--- config.mk ---
export PLATFORM = sky130hd
export DESIGN_NAME = mem_arbiter2
export DESIGN_NICKNAME = d
export VERILOG_FILES = /design/src/rtl/mem_arb_pkg.sv /design/src/rtl/mem_arbiter2_rr_pick2.sv /design/src/rtl/mem_arbiter2.sv
export SDC_FILE = /design/constraint.sdc
export NUM_CORES = 1
export LEC_CHECK = 0
export ABC_AREA = 1
export BUFFER_PORTS_ARGS = -buffer_cell sky130_fd_sc_hd__buf_2
export CORE_ASPECT_RATIO = 1.25
export CORE_MARGIN = 3
export CORE_UTILIZATION = 33
export CTS_CLUSTER_SIZE = 12
export DETAILED_ROUTE_END_ITERATION = 16
export SLEW_MARGIN = 10
export SYNTH_ARGS = -nofsm -noshare
export SYNTH_HDL_FRONTEND = slang
export SYNTH_SLANG_ARGS = --single-unit
--- constraint.sdc ---
create_clock -name clk -period 4.8 [get_ports clk]
set_input_delay 0 -clock clk [delete_from_list [all_inputs] [get_ports clk]]
set_output_delay 0 -clock clk [all_outputs]
set_load 0.03 [all_outputs]
--- src/rtl/mem_arb_pkg.sv ---
// rtl/mem_arb_pkg.sv - shared state, grant-index and error-data definitions for mem_arbiter2
package mem_arb_pkg;

  typedef enum logic [1:0] {
    ST_IDLE = 2'd0,
    ST_BUSY = 2'd1,
    ST_RESP = 2'd2
  } arb_state_t;

  typedef logic gnt_idx_t;

  localparam int ARB_MAX_DATA_W = 64;
  localparam logic [ARB_MAX_DATA_W-1:0] ARB_RDATA_ERR = '1;

endpackage

--- src/rtl/mem_arbiter2_rr_pick2.sv ---
// rtl/mem_arbiter2_rr_pick2.sv - combinational two-way round-robin picker
module rr_pick2
  import mem_arb_pkg::*;
(
  input  logic [1:0] i_valid,
  input  logic       i_last,
  output logic       o_any,
  output logic       o_grant
);

  gnt_idx_t w_grant;

  // On a tie the requester that did not win last time goes next.
  always_comb begin
    w_grant = 1'b0;
    if (&i_valid) begin
      w_grant = ~i_last;
    end else begin
      w_grant = i_valid[1];
    end
  end

  assign o_any   = |i_valid;
  assign o_grant = w_grant;

endmodule

--- src/rtl/mem_arbiter2.sv ---
// rtl/mem_arbiter2.sv - two-requester round-robin arbiter in front of a single memory slave
// Optional BUSY timeout abort enabled by defining MEM_ARB_TIMEOUT_EN.
module mem_arbiter2
  import mem_arb_pkg::*;
#(
  parameter int ADDR_W      = 2,
  parameter int DATA_W      = 32,
  parameter int TIMEOUT_CYC = 15
) (
  input  logic              clk,
  input  logic              rst,
  input  logic              i_m0_valid,
  input  logic [ADDR_W-1:0] i_m0_addr,
  input  logic              i_m0_wen,
  input  logic [DATA_W-1:0] i_m0_wdata,
  output logic              o_m0_ready,
  output logic [DATA_W-1:0] o_m0_rdata,
  input  logic              i_m1_valid,
  input  logic [ADDR_W-1:0] i_m1_addr,
  input  logic              i_m1_wen,
  input  logic [DATA_W-1:0] i_m1_wdata,
  output logic              o_m1_ready,
  output logic [DATA_W-1:0] o_m1_rdata,
  output logic              o_s_valid,
  output logic [ADDR_W-1:0] o_s_addr,
  output logic              o_s_wen,
  output logic [DATA_W-1:0] o_s_wdata,
  input  logic              i_s_ready,
  input  logic [DATA_W-1:0] i_s_rdata,
  output logic              o_timeout
);

  arb_state_t        r_state;
  gnt_idx_t          r_last;
  gnt_idx_t          r_gnt;
  logic              w_any;
  gnt_idx_t          w_gnt;
  logic              w_expire;
  logic [DATA_W-1:0] w_rsp_data;

  rr_pick2 u_pick (
    .i_valid ({i_m1_valid, i_m0_valid}),
    .i_last  (r_last),
    .o_any   (w_any),
    .o_grant (w_gnt)
  );

  // A slave ready always beats an expiring timeout in the same cycle.
  assign w_rsp_data = i_s_ready ? i_s_rdata : ARB_RDATA_ERR[DATA_W-1:0];

`ifdef MEM_ARB_TIMEOUT_EN
  localparam int CNT_W = $clog2(TIMEOUT_CYC + 1);
  localparam logic [CNT_W-1:0] CNT_LAST = CNT_W'(TIMEOUT_CYC - 1);

  logic [CNT_W-1:0] r_cnt;
  logic             r_timeout;

  assign w_expire = (r_cnt == CNT_LAST);

  always_ff @(posedge clk or posedge rst) begin
    if (rst) begin
      r_cnt     <= '0;
      r_timeout <= 1'b0;
    end else begin
      r_timeout <= (r_state == ST_BUSY) && !i_s_ready && w_expire;
      if (r_state != ST_BUSY) begin
        r_cnt <= '0;
      end else if (!i_s_ready) begin
        r_cnt <= r_cnt + 1'b1;
      end
    end
  end

  assign o_timeout = r_timeout;
`else
  assign w_expire  = 1'b0;
  assign o_timeout = 1'b0;
`endif

  always_ff @(posedge clk or posedge rst) begin
    if (rst) begin
      r_state    <= ST_IDLE;
      r_last     <= 1'b1;
      r_gnt      <= 1'b0;
      o_s_valid  <= 1'b0;
      o_s_addr   <= '0;
      o_s_wen    <= 1'b0;
      o_s_wdata  <= '0;
      o_m0_ready <= 1'b0;
      o_m1_ready <= 1'b0;
      o_m0_rdata <= '0;
      o_m1_rdata <= '0;
    end else begin
      o_m0_ready <= 1'b0;
      o_m1_ready <= 1'b0;
      case (r_state)
        ST_IDLE: begin
          if (w_any) begin
            r_state   <= ST_BUSY;
            r_gnt     <= w_gnt;
            r_last    <= w_gnt;
            o_s_valid <= 1'b1;
            o_s_addr  <= w_gnt ? i_m1_addr  : i_m0_addr;
            o_s_wen   <= w_gnt ? i_m1_wen   : i_m0_wen;
            o_s_wdata <= w_gnt ? i_m1_wdata : i_m0_wdata;
          end
        end
        ST_BUSY: begin
          if (i_s_ready || w_expire) begin
            r_state   <= ST_RESP;
            o_s_valid <= 1'b0;
            if (r_gnt) begin
              o_m1_ready <= 1'b1;
              o_m1_rdata <= w_rsp_data;
            end else begin
              o_m0_ready <= 1'b1;
              o_m0_rdata <= w_rsp_data;
            end
          end
        end
        ST_RESP: begin
          r_state <= ST_IDLE;
        end
        default: begin
          r_state <= ST_IDLE;
        end
      endcase
    end
  end

endmodule

==> flow_summary.yaml <==
timing:
  finalHoldViolCount: 0
  whs_ps: 13.30
  relSlewSlack: 0.4521
  slew_violations: 0
  min_period_ps: 2549
  fin_crit_sh: 0.5311
  max_freq_mhz: 392.3
  tightest_slew_ps: 819.9
  rsz0062_at_grt: "no"
  fin_skew_ps: 8.644
  setup_viol: 0
  tns_ps: 0
floorplan:
  coreArea_um2: 13470
  fp-row-count: 47
  io_pins: 210
  start_util: 0.3439
  die_width_um: 112.0
  die_h_um: 138.4
  dieArea_um2: 15500
pwr:
  switching_share: 0.4573
  p_total_w: 0.004461
  pwr-share-clk: 0.166
  switchingPower_w: 0.002040
  ir_drop_v: 0.0003200
  combPwrFrac: 0.493
  total_leakage_power_nw: 4.031
  cellPowerDensity_nw_per_um2: 634.6
  p_int_w: 0.002421
  seq_power_share: 0.341
clock_tree:
  post_cts_buffers: 0
  clockRootBuffer: "clkbuf_16"
  insertion_delay_ps: 340
  cts.sinks: 106
  ctsResizeCount: 0
  cts_made_buffers: 9
  clk_pin_slew_worst_paths_ps: 70
  cts_tree: "built"
  cts_htree_levels: 3
  holdBufCountCts: 98
  clk_path_buf_depth: 2
finish:
  fin_util: 0.5220
  fill_cells: 1269
  nets: 965
  multi_input_area_um2: 1398
  drive_gt1_frac: 0.2735
  seq_area_um2: 2654
  postLayoutCellArea_um2: 7029
  antennaDiodeCount: 0
  syn2layout_area_growth_pct: 51.80
critical_path:
  worstReg2RegEnd: "o_s_wdata[11]$_DFFE_PP0P_"
  criticalPathCategory: "reg -> reg"
  cp.required_ps: 5030
  cp.arrival_ps: 2780
  r2r_cells: 6
  worstPathMaxFanout: 37
  cp-end-kind: "register"
  worstReg2RegStart: "r_last$_DFFE_PP1P_"
  critPathCapture: "o_s_wdata[11]$_DFFE_PP0P_"
  cp-startpoint: "r_last$_DFFE_PP1P_"
  startpoint_type: "register"
  ff2ff_setup_slack_ps: 2250
route:
  routedWlPerCell_um: 12.13
  ant_nets: 0
  drcViolationCount: 0
  vias: 4457
  routed_wl_um: 12540
  drtIter0Drc: 163
  viasPerCell: 4.310
  dr.pass1.iters: 4
yosys:
  synth_area_leaders: "dfrtp_1, nand2_1, inv_1"
  async_flop_share: 1.000
  syn_inst: 570
  syn_area_um2: 4631
  ys_types: 17
  yosysTopAreaCellShare: 0.5674
  synthMostInstantiatedCell: "nand2_1"
  syn_nets: 677
  yosys_warnings: 0
  synth-edff-count: 0
  synthTopCellsByCount: "nand2_1, inv_1, dfrtp_1"
  ys.flop_type: "dfrtp_1"
  synth_top_area_cell: "dfrtp_1"
  ys_seq_area_frac: 0.5731
  ys_ff_latch: 106
  syn_avg_cell_area_um2: 8.124
placement:
  gp_congestion: 0.7291
  place_area_um2: 5744
  dp_hpwl_um: 8423
  io_buffers: 208
global_routing:
  grt_max_degree: 66
  grt_first_pass_wirelength_um: 20770
  grt_overflow: 0
  track_usage: 0.1605
  antenna_found_initial: 0
  grt_pass1_vias: 4349
worst_hold_path:
  hold_class: "in -> reg"
status:
  status: "finished, final reports clean"
job:
  drv_cap: 0
[area by class of cell]
class,count,share of cell area
inverter,110,0.05910
clock inverter,5,0.008722
timing repair buffer,309,0.2909
multi-input combinational,322,0.1988
clock buffer,11,0.03453
sequential,106,0.3775
tap,171,0.03044
[worst min-delay path by stage]
stage,from,to,slack (ps),cells past startpoint
finish,i_m1_wdata[14],o_s_wdata[14]$_DFFE_PP0P_,10,5
global route,i_m1_wdata[22],o_s_wdata[22]$_DFFE_PP0P_,40,5
CTS,i_m1_wdata[14],o_s_wdata[14]$_DFFE_PP0P_,0.06,5
detailed placement,rst,o_s_wdata[17]$_DFFE_PP0P_,150,2
global placement,rst,o_s_wdata[21]$_DFFE_PP0P_,140,2
floorplan,i_s_ready,r_state[0]$_DFFE_PP0P_,90,1
[placed cells by master (no fill, tap or decap), types with 2 or more instances in the layout]
cell type / count
dlygate4sd3_1: 98
nand2_1: 175
clkinv_4: 2
o21ai_0: 10
nand2_2: 3
dfrtp_1: 105
clkbuf_16: 9
nor2_1: 4
nand3_1: 71
o21ai_1: 56
buf_2: 208
buf_4: 3
inv_1: 105
inv_2: 4
[worst max-delay path, stage by stage (launching register included)]
cell           delay (ps)
dfstp_2               540
nand2_2               400
nand2_2               680
nand2_1               120
nand3_1               100
dlygate4sd3_1         560
nand2_1                50
[registers in the layout (all words and copies together) (netlist names), 2 cells and up]
register / count
o_m1_rdata: 32
o_s_wdata: 32
o_s_addr: 2
o_m0_rdata: 32
r_state: 2
[per-stage QoR]
step,instances,worst slack (ps)
2_1_floorplan,570,2013
3_3_place_gp,920,2551
3_5_place_dp,920,2475
4_1_cts,1034,2246
5_1_grt,1034,2071
6_report,1034,2251
[kinds of logic (layout without fill, tap and decap cells)]
kind of cell	count (synthesis)	count (layout)	share of synthesized area
AND/OR/NAND/NOR	255	255	0.2291
flip-flops	106	106	0.5731
buffers and inverters	142	435	0.1256
other	1	1	0.0008098
AO/OA/AOI/OAI	66	66	0.07133
[power groups by stage]
stage	Combinational (W)	Sequential [W]	Clock, W
CTS	0.00222	0.00152	0.000768
floorplan	0.000661	0.00233	0
finish	0.00220	0.00152	0.000741
detailed placement	0.00208	0.00153	0
global placement	0.00204	0.00154	0
global route	0.00240	0.00158	0.000796
[per-layer routing]
| layer | vias to the layer above | part of all wire | GRT usage |
|---|---|---|---|
| met5 | - | 0 | 0 |
| met2 | 171 | 0.47 | 0.2615 |
| met4 | 0 | 0.0065 | 0.04430 |
| li1 | 2306 | - | - |
| met3 | 6 | 0.075 | 0.04152 |
| met1 | 1974 | 0.45 | 0.2128 |
Note: power is estimated with default switching activity, not from simulation.
